$ cat config.mk
export PLATFORM = sky130hd
export DESIGN_NAME = muldiv_unit
export DESIGN_NICKNAME = d
export VERILOG_FILES = /design/src/rtl/muldiv_unit.sv
export SDC_FILE = /design/constraint.sdc
export NUM_CORES = 1
export LEC_CHECK = 0
export CORE_AREA = 2 2 292 294
export CTS_CLUSTER_DIAMETER = 200
export DETAILED_ROUTE_END_ITERATION = 6
export DIE_AREA = 0 0 294 296
export MAX_ROUTING_LAYER = met4
export PLACE_DENSITY = 0.42
export SYNTH_ARGS = -nofsm -noshare
export SYNTH_HDL_FRONTEND = slang
export SYNTH_SLANG_ARGS = --single-unit
$ cat constraint.sdc
create_clock -name CLK -period 6 [get_ports CLK]
set_input_delay 0.9 -clock CLK [delete_from_list [all_inputs] [get_ports CLK]]
set_output_delay 0.9 -clock CLK [all_outputs]
set_load 0.01 [all_outputs]
$ cat src/rtl/muldiv_unit.sv
// muldiv_unit: iterative multiply/divide unit with architectural HI/LO registers.
// Multiplies use radix-2 shift-add and divides use restoring division, one bit per cycle.
// Signed operands are reduced to magnitudes and the signs are restored in FIX.
// Optional feature macro: MULDIV_EARLY_OUT_EN. When it is defined, a multiply leaves RUN
// as soon as the remaining multiplier bits are all zero.
module muldiv_unit #(
    parameter int WIDTH = 32,
    parameter int CNT_W = $clog2(WIDTH + 1)
) (
    input  logic             CLK,
    input  logic             RESET,
    input  logic             start,
    input  logic [2:0]       op,
    input  logic [WIDTH-1:0] A,
    input  logic [WIDTH-1:0] B,
    output logic             busy,
    output logic             done,
    output logic             div_zero,
    output logic [WIDTH-1:0] HI,
    output logic [WIDTH-1:0] LO
);
    localparam logic [2:0] OP_MULT  = 3'b000;
    localparam logic [2:0] OP_MULTU = 3'b001;
    localparam logic [2:0] OP_DIV   = 3'b010;
    localparam logic [2:0] OP_DIVU  = 3'b011;
    localparam logic [2:0] OP_MTHI  = 3'b100;
    localparam logic [2:0] OP_MTLO  = 3'b101;

    typedef enum logic [1:0] {S_IDLE, S_RUN, S_FIX} state_t;

    state_t             state_q;
    logic [CNT_W-1:0]   cnt_q;
    logic               isDiv_q;
    logic               negRes_q;
    logic               negRem_q;
    logic [2*WIDTH-1:0] acc_q;
    logic [2*WIDTH-1:0] mcand_q;
    logic [WIDTH-1:0]   mplier_q;
    logic [WIDTH-1:0]   hi_q;
    logic [WIDTH-1:0]   lo_q;
    logic               busy_q;
    logic               done_q;
    logic               divZero_q;
    logic               quick_q;
    logic               quickZero_q;

    logic               signedOp_d;
    logic               aNeg_d;
    logic               bNeg_d;
    logic [WIDTH-1:0]   aMag_d;
    logic [WIDTH-1:0]   bMag_d;
    logic [2*WIDTH-1:0] mulAcc_d;
    logic [WIDTH:0]     remShift_d;
    logic [WIDTH:0]     remDiff_d;
    logic [WIDTH:0]     remNext_d;
    logic               qBit_d;
    logic               lastIter_d;
    logic [2*WIDTH-1:0] prod_d;
    logic [WIDTH-1:0]   quo_d;
    logic [WIDTH-1:0]   rem_d;

    assign busy     = busy_q;
    assign done     = done_q;
    assign div_zero = divZero_q;
    assign HI       = hi_q;
    assign LO       = lo_q;

    // Operand magnitudes and sign flags captured when a signed operation is issued.
    always_comb begin
        signedOp_d = (op == OP_MULT) || (op == OP_DIV);
        aNeg_d     = signedOp_d & A[WIDTH-1];
        bNeg_d     = signedOp_d & B[WIDTH-1];
        aMag_d     = aNeg_d ? -A : A;
        bMag_d     = bNeg_d ? -B : B;
    end

    // One iteration of shift-add or restoring divide, plus the sign-corrected results for FIX.
    always_comb begin
        mulAcc_d   = mplier_q[0] ? (acc_q + mcand_q) : acc_q;
        remShift_d = {acc_q[WIDTH-1:0], mplier_q[WIDTH-1]};
        remDiff_d  = remShift_d - {1'b0, mcand_q[WIDTH-1:0]};
        qBit_d     = ~remDiff_d[WIDTH];
        remNext_d  = qBit_d ? remDiff_d : remShift_d;
        lastIter_d = (cnt_q == CNT_W'(WIDTH - 1));
`ifdef MULDIV_EARLY_OUT_EN
        if (!isDiv_q && (mplier_q[WIDTH-1:1] == '0)) begin
            lastIter_d = 1'b1;
        end
`endif
        prod_d = negRes_q ? -acc_q : acc_q;
        quo_d  = negRes_q ? -mplier_q : mplier_q;
        rem_d  = negRem_q ? -acc_q[WIDTH-1:0] : acc_q[WIDTH-1:0];
    end

    // Control FSM and datapath registers; single-cycle ops report done one edge after their write.
    always_ff @(posedge CLK) begin
        if (RESET) begin
            state_q     <= S_IDLE;
            cnt_q       <= '0;
            isDiv_q     <= 1'b0;
            negRes_q    <= 1'b0;
            negRem_q    <= 1'b0;
            acc_q       <= '0;
            mcand_q     <= '0;
            mplier_q    <= '0;
            hi_q        <= '0;
            lo_q        <= '0;
            busy_q      <= 1'b0;
            done_q      <= 1'b0;
            divZero_q   <= 1'b0;
            quick_q     <= 1'b0;
            quickZero_q <= 1'b0;
        end else begin
            done_q      <= quick_q;
            divZero_q   <= quickZero_q;
            quick_q     <= 1'b0;
            quickZero_q <= 1'b0;
            case (state_q)
                S_IDLE: begin
                    if (start) begin
                        case (op)
                            OP_MULT, OP_MULTU: begin
                                isDiv_q  <= 1'b0;
                                negRes_q <= aNeg_d ^ bNeg_d;
                                negRem_q <= aNeg_d;
                                acc_q    <= '0;
                                mcand_q  <= {{WIDTH{1'b0}}, aMag_d};
                                mplier_q <= bMag_d;
                                cnt_q    <= '0;
                                busy_q   <= 1'b1;
                                state_q  <= S_RUN;
                            end
                            OP_DIV, OP_DIVU: begin
                                if (B == '0) begin
                                    quick_q     <= 1'b1;
                                    quickZero_q <= 1'b1;
                                end else begin
                                    isDiv_q  <= 1'b1;
                                    negRes_q <= aNeg_d ^ bNeg_d;
                                    negRem_q <= aNeg_d;
                                    acc_q    <= '0;
                                    mcand_q  <= {{WIDTH{1'b0}}, bMag_d};
                                    mplier_q <= aMag_d;
                                    cnt_q    <= '0;
                                    busy_q   <= 1'b1;
                                    state_q  <= S_RUN;
                                end
                            end
                            OP_MTHI: begin
                                hi_q    <= A;
                                quick_q <= 1'b1;
                            end
                            OP_MTLO: begin
                                lo_q    <= A;
                                quick_q <= 1'b1;
                            end
                            default: begin
                            end
                        endcase
                    end
                end
                S_RUN: begin
                    if (isDiv_q) begin
                        acc_q    <= {{(WIDTH-1){1'b0}}, remNext_d};
                        mplier_q <= {mplier_q[WIDTH-2:0], qBit_d};
                    end else begin
                        acc_q    <= mulAcc_d;
                        mcand_q  <= mcand_q << 1;
                        mplier_q <= mplier_q >> 1;
                    end
                    cnt_q <= cnt_q + CNT_W'(1);
                    if (lastIter_d) begin
                        state_q <= S_FIX;
                    end
                end
                S_FIX: begin
                    if (isDiv_q) begin
                        hi_q <= rem_d;
                        lo_q <= quo_d;
                    end else begin
                        hi_q <= prod_d[2*WIDTH-1:WIDTH];
                        lo_q <= prod_d[WIDTH-1:0];
                    end
                    done_q  <= 1'b1;
                    busy_q  <= 1'b0;
                    state_q <= S_IDLE;
                end
                default: begin
                    state_q <= S_IDLE;
                    busy_q  <= 1'b0;
                end
            endcase
        end
    end
endmodule

[Word level (Yosys, flattened, before mapping)]
Cells that the tools add are included.
Word-level totals
  bits of input ports: 70
  register bits: 240
Cells by class
  reduce and logical (&&, ||, !) cells: 20
  add/subtract/negate cells: 8
  eq/ne operators: 17
  multiplexer cells: 51
  bitwise operators: 8
Operators with widths (count)
  $mux W64: 8
  $pmux W64 S2: 4
  $mux W32: 13
  $pmux W32 S2: 4
  $neg A32 Y32: 4
  $add A64 B64 Y64: 1
  $neg A64 Y64: 1
  $mux W33: 1
  $sub A33 B32 Y33: 1
  $logic_not A32 Y1: 1
  $pmux W6 S2: 2
  $reduce_and A4 Y1: 4
  $mux W6: 2
  $pmux W1 S2: 6
  $reduce_and A5 Y1: 2
  $ne A2 B2 Y1 const B: 4
  $pmux W2 S2: 2
  $add A6 B1 Y6 const B: 1
  $eq A3 B2 Y1 const B: 2
  $eq A3 B3 Y1 const B: 2
  $eq A6 B5 Y1 const B: 1
  $mux W1: 6
  $mux W2: 3
  $ne A3 B3 Y1 const B: 2
  16 further kinds: 27

[Logic depth before layout (Yosys ltp)]
  word-level depth: 8
  depth in mapped cells: 22
  gate-level depth less buffers: 21

[Worst setup path before layout]
OpenSTA, ideal clock, no wires.
  kind: reg2reg
  start point: register mplier_q[31]
  end point: register acc_q[31]
  cell stages (with the launch flop): 21
  path buffers: 2
  path slack: 2.196 ns
  clock period less this slack: 3.804 ns
  arrival: 3.686 ns
  setup time: 0.117 ns
  cells stage by stage: dfxtp_1 inv_1 ha_1 fa_1 nor2b_1 o2111ai_1 a21oi_1 o21a_1 o21ai_0 o31ai_1 a31oi_1 nor2b_1 o21ai_0 nand2b_1 ha_1 clkbuf_1 clkbuf_1 nand2_1 nor3b_1 mux2i_1 a32o_1
Between the ends
  word-level cells in the longest chain between the ends: 4
Ends and longest elaborated chain
  from (decl): RTL line 38  | logic [WIDTH-1:0] mplier_q;
  from (signal assigned): RTL line 128  | mplier_q <= bMag_d;
  from (signal assigned): RTL line 143  | mplier_q <= aMag_d;
  from (signal assigned): RTL line 165  | mplier_q <= {mplier_q[WIDTH-2:0], qBit_d};
  $sub A33 B32 Y33: RTL line 81  | remDiff_d = remShift_d - {1'b0, mcand_q[WIDTH-1:0]};
  $mux W33: RTL line 83  | remNext_d = qBit_d ? remDiff_d : remShift_d;
  $mux W64: RTL line 163  | if (isDiv_q) begin
  $pmux W64 S2: RTL line 118  | case (state_q)
  to (signal assigned): RTL line 164  | acc_q <= {{(WIDTH-1){1'b0}}, remNext_d};
  to (signal assigned): RTL line 167  | acc_q <= mulAcc_d;
  to (decl): RTL line 36  | logic [2*WIDTH-1:0] acc_q;
Every way passes these cells.
A chain may end at the register's enable or synchronous reset.

[Worst setup path after layout]
  start point: register mplier_q[31]
  end point: register acc_q[25]
The elaborated chain is that of the path after synthesis.

==> run summary <==
### Route
* **drt via density** 5.51
* **number of iterations in the first detailed-routing pass** 6
* **met3 WL** 4000 um
* **aggregate routed wire length** 96900 um
* **Max Used Layer** met4
* **count of vias placed by the detailed router** 22300
* **DRC violation count after routing** 0
* **number of routed nets with antenna violations** 0
* **wire per inst** 24.0 um
* **violation count after the first detailed-route iteration** 1911
* **post-route met1 wirelength** 42600 um
* **total met2 wirelength after detailed routing** 47100 um

### Place
* **number of placed cells counting well taps** 3980
* **Final HPWL DP** 75600 um
* **total placed instance area** 23200 um^2
* **port bufs** 136
* **weighted congestion reported at the end of routability-driven placement** 0.911

### Synthesis
* **cells after synthesis** 2911
* **total nets after synthesis** 3087
* **compound-gate portion of the synthesized area** 0.310
* **library cell occupying the most area in the post-synthesis netlist** dfxtp_1
* **list of most frequent post-synthesis cells** 378 x nand2_1, 256 x nor2_1, 252 x a21oi_1
* **proportion of netlist area held by the largest area contributor** 0.231
* **average cell area after synthesis** 7.14 um^2
* **area of the mapped netlist** 20800 um^2
* **Synth async-reset ratio** 0
* **share of the synthesized netlist area taken by xor and xnor gates** 0.0868
* **count of flip-flops with a built-in enable after synthesis** 0
* **Post-Synth Simple-Gate Area** 0.226
* **unique cell type count in the Yosys netlist** 83
* **Warnings, synthesis** 0
* **combinational family with the most area after synthesis** compound AO/OA/AOI/OAI gates
* **Most used DFF post-synth** dfxtp_1
* **multiplexer area fraction after synthesis** 0.0214
* **Synth area leaders** dfxtp_1 23%, nand2_1 6.8%, ha_1 6.3%
* **number of flip-flops and latches in the synthesized netlist** 240
* **most instantiated library cell after synthesis** nand2_1
* **Adder-Cell Fraction of Synth Area** 0.0645
* **sequential fraction of the synthesis area** 0.231

### Power
* **Comb pwr share** 0.244
* **design internal power** 0.00327 W
* **Psw** 0.00167 W
* **IR Drop Worst-Case VDD** 0.000174 V
* **Cell Pwr Density** 203 nW/um^2
* **leakage power of the design** 9.18 nW
* **portion of total power attributed to the clock network** 0.404
* **part of the power in registers** 0.352
* **share of total power consumed by net switching** 0.338

### STA
* **Max Slew Vio Count** 0
* **post-route setup TNS** 0 ns
* **Setup Skew** 0.0224 ns
* **Final Cycle Share** 0.785
* **headroom to the max-slew limit** 0.227
* **Worst-Margin Slew** 1.16 ns
* **setup violation total in the final timing report** 0
* **post-route minimum period** 4.71 ns
* **hold violation total from the final report** 0
* **Fmax achieved** 0.212 GHz
* **RSZ-0062 raised after global routing** no

### Final layout
* **ratio of cells with drive above 1 in the final layout** 0.0567
* **number of filler cells placed in the layout** 9115
* **area taken by multi-input logic gates** 14800 um^2
* **area delta synth->final** 16.8%
* **Layout Cell Area excl Fill** 24300 um^2
* **number of nets in the layout** 3099
* **number of antenna repair diodes** 0
* **area used by sequential logic in the layout** 4810 um^2
* **Non-Filler Instances** 4036

### Critical path
* **required time at the endpoint of the critical path** 6.52 ns
* **kind of critical path** flop to flop
* **critical path arrival** 5.23 ns
* **R2R setup slack** 1.29 ns
* **nature of the critical path endpoint** flop
* **largest fanout on the critical path** 12
* **startpoint type of the worst setup path** flop

### Outcome
* **result of the run** completed

### Clocking
* **number of setup buffers added after CTS** 0
* **number of buffers inserted during clock tree synthesis** 31
* **post-cts repair resize count** 0
* **clock insertion delay at the later pin of the skew report** 0.60 ns
* **CTS tree** done
* **clock-pin transition on the worst setup and hold timing paths** 0.06 ns
* **maximum buffer depth of the clock tree** 3
* **maximum level of the CTS H-tree** 1
* **CTS sink count** 240
* **number of hold-repair buffers added at the cts stage** 0
* **root buffer cell** clkbuf_16

### Floorplanning
* **placeable core area** 84200 um^2
* **x dimension of the die** 294 um
* **Die Height** 296 um
* **count of pins on the block boundary** 137
* **Initial Util** 0.247
* **Die Footprint** 87000 um^2
* **std cell rows** 107

### Global route
* **global-route total usage across every layer** 0.222
* **wire length of the first global-routing pass** 142000 um
* **antenna violations before repair** 1
* **pin count of the biggest net entering global routing** 178
* **vias in the first global route** 21200
* **total overflow reported by the global router** 0

### Worst hold path
* **class of the worst hold path** flop to flop

### Flow run
* **max-capacitance violation count** 0

kinds of logic after synthesis:
kind of cell	count (synthesis)
buffers and inverters	318
XOR/XNOR	206
AO/OA/AOI/OAI	978
multiplexers	42
AND/OR/NAND/NOR	1021
flip-flops	240
adder cells (fa/ha/maj)	106
cell type report:
cell class,count,area share
inverters,92,0.0142
repair buffers,205,0.0790
clock inverters,12,0.00696
flip-flops and latches,240,0.198
well taps,1090,0.0562
multi-input cells,2353,0.609
clock buffers,44,0.0368
registers in the layout (all words and copies together), names as in the netlist, 2 cells and up:
name	cells
acc_q	64
mcand_q	64
HI	32
LO	32
mplier_q	32
cnt_q	6
state_q	2
final timing paths:
path	startpoint	to	cells after the start
max	mplier_q[31]	acc_q[25]	21
min	quick_q	done	2
max reg2reg	mplier_q[31]	acc_q[25]	21
min reg2reg	quick_q	done	2
per-stage QoR:
step	util	hold WS [ns]	power, W	setup WS (ns)
2_1_floorplan	-	0.414	0.00250	2.20
3_3_place_gp	0.276	0.447	0.00297	1.05
3_5_place_dp	0.276	0.442	0.00297	0.980
4_1_cts	0.288	0.458	0.00499	1.33
5_1_grt	0.288	0.488	0.00516	0.884
6_report	0.288	0.450	0.00494	1.29
critical path, stage by stage (launching register included):
cell       delay [ns]
dfxtp_1          0.36
inv_1            0.10
ha_1             0.22
fa_1             0.41
nor2b_1          0.17
o2111ai_1        0.14
a21oi_1          0.21
o21a_1           0.20
o21ai_0          0.11
buf_4            0.16
o31ai_1          0.43
a31oi_1          0.21
nor2b_1          0.15
o21ai_0          0.09
nand2b_1         0.09
ha_1             0.54
inv_1            0.15
buf_4            0.21
nor4b_1          0.31
mux2i_1          0.12
o211a_1          0.14
o21ai_1          0.10
placed cells by master, fill, tap and decap left out, types with 35 or more instances in the layout:
cell             count
buf_4               66
inv_1               90
a31oi_1             35
dfxtp_1            238
xnor2_1            115
o211ai_1            59
a311oi_1            48
nor3_1              84
nor2_1             253
nand2_1            378
ha_1               103
nand3_1             89
o21ai_0            173
a211oi_1            79
a21oi_1            252
clkdlybuf4s50_1    135
a21o_1              77
xor2_1              91
routing by layer:
layer,global-route usage,vias to the layer above
met5,-,-
met4,0.0637,0
met3,0.0181,114
met2,0.380,610
met1,0.279,10800
li1,-,10700
power by group through the flow:
stage	Combinational, W	Clock [W]	Sequential, W
global route	0.00131	0.00210	0.00175
finish	0.00121	0.00200	0.00174
detailed placement	0.00119	0	0.00177
CTS	0.00120	0.00205	0.00174
global placement	0.00120	0	0.00177
floorplan	0.000765	0	0.00173
(Power assumes the default switching activity.)
